`config.mk`:
```
export PLATFORM = sky130hd
export DESIGN_NAME = msh_wr_sched_flat
export DESIGN_NICKNAME = d
export VERILOG_FILES = /design/src/rtl/msh_wr_sched_if.sv /design/src/rtl/msh_wr_sched.sv /design/src/flat_wrapper.sv
export SDC_FILE = /design/constraint.sdc
export NUM_CORES = 2
export LEC_CHECK = 0
export CAP_MARGIN = 20
export CORE_AREA = 2 2 348 350
export DETAILED_ROUTE_END_ITERATION = 16
export DIE_AREA = 0 0 350 352
export PLACE_DENSITY = 0.82
export SYNTH_ARGS = -nofsm -noshare
export SYNTH_HDL_FRONTEND = slang
export SYNTH_SLANG_ARGS = --single-unit
```
`constraint.sdc`:
```
create_clock -name mclk -period 6.8 [get_ports mclk]
set_input_delay 1.36 -clock mclk [delete_from_list [all_inputs] [get_ports mclk]]
set_output_delay 1.36 -clock mclk [all_outputs]
set_load 0.005 [all_outputs]
```
`src/rtl/msh_wr_sched_if.sv`:
```
// Write-scheduler bundle: ingress request lanes in, per-bank memory write strobes out.
// The scheduler sits on the slave side of this bundle.
interface msh_wr_sched_if #(
   parameter int NUM_PORTS = 4,
   parameter int NUM_BANKS = 4,
   parameter int ROW_W     = 10,
   parameter int DATA_W    = 64,
   parameter int BANK_W    = $clog2(NUM_BANKS),
   parameter int PORT_W    = $clog2(NUM_PORTS)
);
   logic [NUM_PORTS-1:0]             in_vld;
   logic [NUM_PORTS-1:0]             in_rdy;
   logic [NUM_PORTS-1:0][BANK_W-1:0] in_bank;
   logic [NUM_PORTS-1:0][ROW_W-1:0]  in_row;
   logic [NUM_PORTS-1:0][DATA_W-1:0] in_data;
   logic [NUM_BANKS-1:0]             bank_wr_en;
   logic [NUM_BANKS-1:0][ROW_W-1:0]  bank_wr_row;
   logic [NUM_BANKS-1:0][DATA_W-1:0] bank_wr_data;
   logic [NUM_BANKS-1:0][PORT_W-1:0] bank_wr_port;
   logic [15:0]                      conflict_cnt;

   modport master (
      output in_vld, in_bank, in_row, in_data,
      input  in_rdy, bank_wr_en, bank_wr_row, bank_wr_data, bank_wr_port, conflict_cnt
   );

   modport slave (
      input  in_vld, in_bank, in_row, in_data,
      output in_rdy, bank_wr_en, bank_wr_row, bank_wr_data, bank_wr_port, conflict_cnt
   );
endinterface

```
`src/rtl/msh_wr_sched.sv`:
```
// Per-port FIFOs feeding per-bank round-robin arbiters; push-to-strobe latency 2 cycles.
// Ingress backpressured by registered in_rdy (no bypass); bank side never stalls.
module msh_wr_sched #(
   parameter int NUM_PORTS  = 4,
   parameter int NUM_BANKS  = 4,
   parameter int ROW_W      = 10,
   parameter int DATA_W     = 64,
   parameter int FIFO_DEPTH = 4
) (
   input  logic          mclk,
   input  logic          mrst_n,
   msh_wr_sched_if.slave io
);
   localparam int BANK_W = $clog2(NUM_BANKS);
   localparam int PORT_W = $clog2(NUM_PORTS);
   localparam int PTR_W  = $clog2(FIFO_DEPTH);
   localparam int CNT_W  = PTR_W + 1;
   localparam int LOSS_W = $clog2(NUM_PORTS + 1);
   localparam logic [CNT_W-1:0] DEPTH_C = CNT_W'(FIFO_DEPTH);

   typedef struct packed {
      logic [BANK_W-1:0] bank;
      logic [ROW_W-1:0]  row;
      logic [DATA_W-1:0] data;
   } req_t;

   req_t              mem [NUM_PORTS][FIFO_DEPTH];
   req_t              head [NUM_PORTS];
   logic [PTR_W-1:0]  wptr [NUM_PORTS];
   logic [PTR_W-1:0]  rptr [NUM_PORTS];
   logic [CNT_W-1:0]  cnt [NUM_PORTS];
   logic [CNT_W-1:0]  cnt_nxt [NUM_PORTS];
   logic [NUM_PORTS-1:0] push;
   logic [NUM_PORTS-1:0] pop;
   logic [NUM_PORTS-1:0] head_vld;
   logic [PORT_W-1:0] rr_ptr [NUM_BANKS];
   logic [PORT_W-1:0] gnt_port [NUM_BANKS];
   logic [NUM_BANKS-1:0] gnt_vld;
   logic [LOSS_W-1:0] loss;
   logic [16:0]       conf_sum;

   function automatic logic [PORT_W-1:0] rr_idx(input logic [PORT_W-1:0] base, input int off);
      int s;
      s = int'(base) + off;
      if (s >= NUM_PORTS) s = s - NUM_PORTS;
      return PORT_W'(s);
   endfunction

   always_comb begin
      for (int p = 0; p < NUM_PORTS; p++) begin
         head[p]     = mem[p][rptr[p]];
         head_vld[p] = (cnt[p] != '0);
         push[p]     = io.in_vld[p] & io.in_rdy[p];
      end
   end

   // Scan offsets from high to low so the last hit is the first candidate at or after rr_ptr.
   always_comb begin
      pop     = '0;
      gnt_vld = '0;
      for (int b = 0; b < NUM_BANKS; b++) begin
         gnt_port[b] = rr_ptr[b];
         for (int i = NUM_PORTS - 1; i >= 0; i--) begin
            if (head_vld[rr_idx(rr_ptr[b], i)] &&
                head[rr_idx(rr_ptr[b], i)].bank == BANK_W'(b)) begin
               gnt_vld[b]  = 1'b1;
               gnt_port[b] = rr_idx(rr_ptr[b], i);
            end
         end
         if (gnt_vld[b]) pop[gnt_port[b]] = 1'b1;
      end
   end

   always_comb begin
      loss = '0;
      for (int p = 0; p < NUM_PORTS; p++) begin
         loss       = loss + LOSS_W'(head_vld[p] & ~pop[p]);
         cnt_nxt[p] = cnt[p] + CNT_W'(push[p]) - CNT_W'(pop[p]);
      end
      conf_sum = {1'b0, io.conflict_cnt} + 17'(loss);
   end

   // Storage is deliberately unreset; count/pointers alone define what is valid.
   always_ff @(posedge mclk) begin
      for (int p = 0; p < NUM_PORTS; p++) begin
         if (push[p]) mem[p][wptr[p]] <= '{bank: io.in_bank[p], row: io.in_row[p], data: io.in_data[p]};
      end
   end

   always_ff @(posedge mclk or negedge mrst_n) begin
      if (!mrst_n) begin
         for (int p = 0; p < NUM_PORTS; p++) begin
            wptr[p] <= '0;
            rptr[p] <= '0;
            cnt[p]  <= '0;
         end
         for (int b = 0; b < NUM_BANKS; b++) rr_ptr[b] <= '0;
         io.in_rdy       <= '0;
         io.bank_wr_en   <= '0;
         io.bank_wr_row  <= '0;
         io.bank_wr_data <= '0;
         io.bank_wr_port <= '0;
         io.conflict_cnt <= '0;
      end else begin
         for (int p = 0; p < NUM_PORTS; p++) begin
            if (push[p]) wptr[p] <= wptr[p] + 1'b1;
            if (pop[p])  rptr[p] <= rptr[p] + 1'b1;
            cnt[p]       <= cnt_nxt[p];
            io.in_rdy[p] <= (cnt_nxt[p] < DEPTH_C);
         end
         for (int b = 0; b < NUM_BANKS; b++) begin
            if (gnt_vld[b]) begin
               rr_ptr[b]          <= rr_idx(gnt_port[b], 1);
               io.bank_wr_row[b]  <= head[gnt_port[b]].row;
               io.bank_wr_data[b] <= head[gnt_port[b]].data;
               io.bank_wr_port[b] <= gnt_port[b];
            end
         end
         io.bank_wr_en   <= gnt_vld;
         io.conflict_cnt <= conf_sum[16] ? 16'hFFFF : conf_sum[15:0];
      end
   end
endmodule

```
`src/flat_wrapper.sv`:
```
// flat-port wrapper written by rule: the top's interface ports become plain ports
module msh_wr_sched_flat 
#(
   parameter int NUM_PORTS  = 4,
   parameter int NUM_BANKS  = 4,
   parameter int ROW_W      = 10,
   parameter int DATA_W     = 64,
   parameter int FIFO_DEPTH = 4
)
  (mclk, mrst_n, io_in_vld, io_in_bank, io_in_row, io_in_data, io_in_rdy, io_bank_wr_en, io_bank_wr_row, io_bank_wr_data, io_bank_wr_port, io_conflict_cnt);
  msh_wr_sched_if #(.NUM_PORTS(NUM_PORTS), .NUM_BANKS(NUM_BANKS), .ROW_W(ROW_W), .DATA_W(DATA_W)) io_i ();
  input  logic mclk;
  input  logic mrst_n;
  input wire logic [$bits(io_i.in_vld)-1:0] io_in_vld;
  input wire logic [$bits(io_i.in_bank)-1:0] io_in_bank;
  input wire logic [$bits(io_i.in_row)-1:0] io_in_row;
  input wire logic [$bits(io_i.in_data)-1:0] io_in_data;
  output wire logic [$bits(io_i.in_rdy)-1:0] io_in_rdy;
  output wire logic [$bits(io_i.bank_wr_en)-1:0] io_bank_wr_en;
  output wire logic [$bits(io_i.bank_wr_row)-1:0] io_bank_wr_row;
  output wire logic [$bits(io_i.bank_wr_data)-1:0] io_bank_wr_data;
  output wire logic [$bits(io_i.bank_wr_port)-1:0] io_bank_wr_port;
  output wire logic [$bits(io_i.conflict_cnt)-1:0] io_conflict_cnt;
  assign io_i.in_vld = io_in_vld;
  assign io_i.in_bank = io_in_bank;
  assign io_i.in_row = io_in_row;
  assign io_i.in_data = io_in_data;
  assign io_in_rdy = io_i.in_rdy;
  assign io_bank_wr_en = io_i.bank_wr_en;
  assign io_bank_wr_row = io_i.bank_wr_row;
  assign io_bank_wr_data = io_i.bank_wr_data;
  assign io_bank_wr_port = io_i.bank_wr_port;
  assign io_conflict_cnt = io_i.conflict_cnt;
  msh_wr_sched #(.NUM_PORTS(NUM_PORTS), .NUM_BANKS(NUM_BANKS), .ROW_W(ROW_W), .DATA_W(DATA_W), .FIFO_DEPTH(FIFO_DEPTH)) u_core (.mclk(mclk), .mrst_n(mrst_n), .io(io_i));
endmodule
```
* Word level (Yosys, flattened, before mapping)
Memories as Yosys holds them, arrays and structs flattened.
Index checks and enable logic that the tools add are counted.
** Word-level totals
- Register bits :: 364
- Bits in latches :: 0
- Memory bits (writable) :: 1216
- Bits in read-only memories :: 0
- Bits of input ports :: 310
- Output and inout port bits :: 328
- Logic and storage cells :: 440
- Memories kept :: 1
** Operators by class
- Add/subtract/negate cells :: 56
- Multiply operators :: 0
- Divide/modulo/power cells :: 0
- Magnitude comparators :: 80
- Eq/ne operators :: 12
- Shift-type cells :: 0
- Multiplexer cells :: 185
- Bitwise operators :: 43
- Reduce and logical (&&, ||, !) cells :: 32
** Memory list
- u_core.mem :: depth 4, bits a word 304, rd ports 4, clocked after memory_dff 0, write ports 4, line msh_wr_sched.sv:27 : req_t mem [NUM_PORTS][FIFO_DEPTH];
** Operators by type and width (number)
- 76-bit binary-select mux with 2-bit select :: 24
- 76-bit two-way mux :: 44
- 304-bit two-way mux :: 4
- 76-bit demux with 2-bit select :: 4
- 74-bit two-way mux :: 8
- 3-bit greater-or-equal comparator, second input constant :: 44
- 2-bit inverter with 3-bit output :: 28
- 2-bit two-way mux :: 36
- 2-bit by 3-bit < comparator with 1-bit output, second input constant :: 20
- 1-bit two-way mux :: 40
- 2-bit by 1-bit subtractor with 2-bit output, second input constant :: 20
- 1-bit binary-select mux with 2-bit select :: 16
- 2-bit by 1-bit adder with 3-bit output, second input constant :: 8
- 2-bit by 2-bit adder with 3-bit output, second input constant :: 8
- 1-bit logical AND :: 24
- 16-bit by 3-bit adder with 17-bit output :: 1
- 2-bit by 1-bit adder with 2-bit output, second input constant :: 8
- 2-bit == test, second input constant :: 8
- 16-bit two-way mux :: 1
- 4-bit two-way mux :: 4
- 3-bit by 1-bit adder with 3-bit output :: 4
- 1-bit by 3-bit AND with 3-bit output :: 4
- 2-bit by 3-bit greater-or-equal comparator with 1-bit output, second input constant :: 4
- 3-bit by 1-bit < comparator with 1-bit output, second input constant :: 4
- 11 further kinds :: 42

* Depth between registers and ports, before layout
- Depth in word-level cells :: 31
- Mapped depth :: 29
- Gate-level depth less buffers :: 24

* Worst setup path before layout
No wires, ideal clock.
- Path type :: register to register
- Start point :: reg u_core.rptr[5] (netlist name)
- End point :: reg u_core.io.conflict_cnt[13]
- Library setup time :: 0.083 ns
- Arrival time :: 5.771 ns
- Required time :: 6.717 ns
- Setup slack :: 0.946 ns
- Stages on the path, launching flop included :: 28
- Path buffers :: 5
- Period minus slack after synthesis :: 5.854 ns
- Path through :: dfrtp_1 -> buf_6 -> mux2_4 -> and3_4 -> o21a_1 -> or3_1 -> a41o_1 -> buf_6 -> buf_6 -> buf_6 -> ha_1 -> a222oi_1 -> o21ai_1 -> nand2b_1 -> fa_1 -> inv_1 -> ha_1 -> ha_1 -> inv_1 -> fa_1 -> nor2b_1 -> o2111a_1 -> nand3_1 -> nor2_1 -> and3_1 -> nand3_1 -> clkbuf_1 -> o21ai_0
** Between the ends
- Longest elaborated chain between the ends :: 31
- Elaborated cells on any way between the ends :: 156
- Classes of those cells :: add/sub: 4; order compare: 8; eq/ne: 12; mux: 96; bitwise: 12; reduce/logical: 24
** RTL lines
- start, declared :: line msh_wr_sched.sv:30 : logic [PTR_W-1:0] rptr [NUM_PORTS];
- start signal, assigned by index :: line msh_wr_sched.sv:107 : if (pop[p]) rptr[p] <= rptr[p] + 1'b1;
- 2-bit inverter with 3-bit output (not written as such) (*) :: line msh_wr_sched.sv:51 : head[p] = mem[p][rptr[p]];
- 76-bit binary-select mux with 2-bit select (*) :: line msh_wr_sched.sv:51
- 76-bit two-way mux (not written as such) (*) (2 in a row) :: line msh_wr_sched.sv:51
- 76-bit binary-select mux with 2-bit select :: line msh_wr_sched.sv:65 : head[rr_idx(rr_ptr[b], i)].bank == BANK_W'(b)) begin
- 76-bit two-way mux (not written as such) (2 in a row) :: line msh_wr_sched.sv:65
- 2-bit logical NOT :: line msh_wr_sched.sv:65
- 1-bit logical AND :: line msh_wr_sched.sv:64 : if (head_vld[rr_idx(rr_ptr[b], i)] &&
- 2-bit two-way mux (4 in a row) :: line msh_wr_sched.sv:64
- [9 not listed]
- 4-bit OR (no line)
- 4-bit two-way mux (*) :: line msh_wr_sched.sv:70 : if (gnt_vld[b]) pop[gnt_port[b]] = 1'b1;
- via u_core.pop[0] :: line msh_wr_sched.sv:34 : logic [NUM_PORTS-1:0] pop;
- 1-bit inverter with 3-bit output (*) :: line msh_wr_sched.sv:77 : loss = loss + LOSS_W'(head_vld[p] & ~pop[p]);
- 1-bit by 3-bit AND with 3-bit output (*) :: line msh_wr_sched.sv:77
- 3-bit adder (*) (3 in a row) :: line msh_wr_sched.sv:77
- 16-bit by 3-bit adder with 17-bit output (*) :: line msh_wr_sched.sv:80 : conf_sum = {1'b0, io.conflict_cnt} + 17'(loss);
- 16-bit two-way mux (*) :: line msh_wr_sched.sv:120 : io.conflict_cnt <= conf_sum[16] ? 16'hFFFF : conf_sum[15:0];
- end signal, assigned :: line msh_wr_sched.sv:120
- end, declared :: line msh_wr_sched_if.sv:29 : output in_rdy, bank_wr_en, bank_wr_row, bank_wr_data, bank_wr_port, conflict_cnt
The timed path passes the listed nets; every way through them passes the cells marked *. The select of a mux whose other input is x is not followed.
A chain may end at the register's enable or synchronous reset.

==> qor.yml <==
core_area_sq_um: 119000
clock-sinks: 1580
drv_cap: 0
synth_area_sq_um: 66600
cp.required_ps: 7500
crit_path_max_incr_delay_ps: 610
start_kind: "flop"
dr_wl_met3_um: 34500
status: "complete, no violations"
ys.flop_type: "edfxtp_1"
wirelength_um: 237000
hold_class: "flop to flop"
grt_pass1_vias: 42130
placed_cell_area_sq_um: 74700
root_buffer: "clkbuf_16"
numCtsBuffers: 159
overflow: 0
synth_edf_count: 1216
ant_nets: 0
dpl.cell_count: 5911
rsz0062_at_grt: "no"
final_cells: 6281
cts_tree: "yes"
report.final.slew_viol_count: 0
fp.dieW_um: 350
rrSetupSlack_ps: 410
drtIter0Drc: 6507
grt_antenna_before_repair: 91
timing.rr.start: "u_core.rptr[5]"
cts_buffer_depth: 3
tightest_slew_ps: 1280
setup_viol: 0
die-height_um: 352
row_count: 127
synthToLayoutAreaGrowth_pct: 20.7
clock_skew_ps: 52.7
dp_hpwl_um: 155000
ys_seq_area_share_pct: 68.5
num_vias: 43302
hold_violations: 0
dieArea_sq_um: 123000
final.min_clock_period_ps: 6390
dr.pass1.iters: 8
final_nets: 4819
num-fill-cells: 7752
drc: 0
portBuffers: 637
postSynthCellCount: 3841
synth-seq-cells: 1580
start_util_pct: 55.8
worstHoldPathCells: 2
cp-end-kind: "flop"
cts-htree-levels: 4
crit_fanout: 23
grt_pass1_wl_um: 326000
slew_headroom_pct: 14.5
yosys_warnings: 0
synth.distinct_cells: 78
layout-drive-gt1-share_pct: 17.4
arrival_ps: 7090
place.gp.congestion: 0.958
min_to: "u_core.io.bank_wr_port[7]"
finalCritPeriodShare_pct: 93.9
crit_type: "flop to flop"
max_freq_mhz: 157
design_area_sq_um: 80300
wl_met2_um: 106000
grt_usage_pct: 38.2
clk_pin_slew_worst_paths_ps: 60
wl_per_cell_um: 37.7
io_pins: 638
drt-met1-wl_um: 76000
worst_r2r_endpoint: "u_core.io.conflict_cnt[11]"
syn-num-nets: 4198
clock_latency_ps: 810
grt_max_degree: 147
ys_async_sr_fraction_pct: 23.0
top_layer_used: "met5"
slowest_stage: "fa_1"
min-delay-start: "u_core.io.bank_wr_port[7]"
hold_buffers: 0
vias_per_cell: 6.89
synth_area_per_cell_sq_um: 17.3
r2r_cells: 25
## how the worst max path moves through the flow
stage,cells past startpoint,start,to,slack [ps]
after floorplan,27,u_core.rptr[5],u_core.io.conflict_cnt[13],950
after global placement,23,u_core.rptr[5],u_core.io.conflict_cnt[2],-50
after detailed placement,23,u_core.rptr[5],u_core.io.conflict_cnt[11],-100
after CTS,23,u_core.rptr[5],u_core.io.conflict_cnt[11],20
after global routing,25,u_core.rptr[5],u_core.io.conflict_cnt[2],30
final,25,u_core.rptr[5],u_core.io.conflict_cnt[11],410
## sequential cells by signal (all words and copies together), names as in the netlist, 12 cells and up
register / flops
u_core.mem: 1216
u_core.io.bank_wr_data: 256
u_core.io.bank_wr_row: 40
u_core.io.conflict_cnt: 16
u_core.cnt: 12
## per-layer routing
| layer | vias up | global-route usage, % |
|---|---|---|
| li1 | 16805 | - |
| met1 | 22023 | 45.9 |
| met2 | 3651 | 56.0 |
| met3 | 791 | 14.9 |
| met4 | 32 | 28.5 |
| met5 | - | 0 |
## synthesized netlist by cell type (all sizes together) (64+ instances only)
library cell	number	area share [%]
nand2	139	0.79
nor2	214	1.2
mux2	85	1.6
edfxtp	1216	55
and3	85	0.81
o22ai	64	0.83
mux4	297	10
buf	124	1.2
dfrtp	364	14
clkbuf	135	0.76
a211oi	132	1.5
a221oi	117	1.5
mux2i	428	6.4
## stage by stage
stage | utilization (%) | hold WS [ps] | TNS (ps) | setup slack, ps
after floorplan | - | 471 | 0 | 946
after global placement | 62.6 | 465 | -163 | -47.1
after detailed placement | 62.6 | 476 | -678 | -98.1
after CTS | 67.1 | 489 | 0 | 23.5
after global routing | 67.3 | 526 | 0 | 32.3
final | 67.3 | 486 | 0 | 412
## cells in the final DEF (no fill, tap or decap), types with 14 or more instances in the layout
cell / instances
o221ai_1: 32
a221oi_1: 117
edfxtp_1: 1216
clkinv_1: 22
a21oi_1: 49
dfrtp_1: 356
nor2_1: 211
clkbuf_16: 161
nand2_1: 136
clkdlybuf4s50_1: 636
nand3_1: 14
clkinv_2: 25
mux4_2: 297
mux2i_1: 428
o22ai_1: 39
o21ai_0: 20
and3_4: 17
a211oi_1: 130
a31oi_1: 40
inv_1: 52
o211ai_1: 14
mux2_2: 57
buf_4: 74
clkbuf_1: 36
and3_1: 67
bufinv_16: 21
diode_2: 70
xnor2_1: 19
a22oi_1: 16
o22ai_2: 24
mux2_4: 28
ha_1: 41
o21ai_1: 22
## critical path: cells and delay by family (launching register included)
family / cells / cell delay [ps]
AOI/OAI and AO/OA: 7 / 1590
buffers and inverters: 4 / 550
adders and majority gates: 5 / 1730
and+or+nand+nor: 8 / 1620
muxes: 1 / 290
DFF: 1 / 500
## logic make-up after synthesis
group / synth area share (%)
flops: 68.5
fa+ha+maj: 0.951
buf+inv: 2.29
xor+xnor: 0.368
mux: 18.1
simple gates: 3.53
compound gates: 6.28
## timing repair
| item | 4_1_cts | 5_1_grt |
|---|---|---|
| setup buffers | 0 | 2 |
| endpoints found under the hold margin | 0 | 0 |
| gates resized for setup | 1 | 6 |
| endpoints found under the setup margin | 13 | 13 |
| pin swaps | 0 | 2 |
## area by class of cell
cell class | instances | area, sq um | area share, %
sequential | 1580 | 45700 | 56.8
multi-input combinational | 1945 | 19700 | 24.5
timing repair buffer | 719 | 7090 | 8.82
clock buffer | 208 | 4320 | 5.37
tap | 1612 | 2020 | 2.51
clock inverter | 90 | 1160 | 1.45
inverter | 57 | 223 | 0.277
antenna | 70 | 175 | 0.218
Power is left out: the tool's default activity adds up to more than one toggle a clock period on the data nets, which glitch-free logic cannot reach.
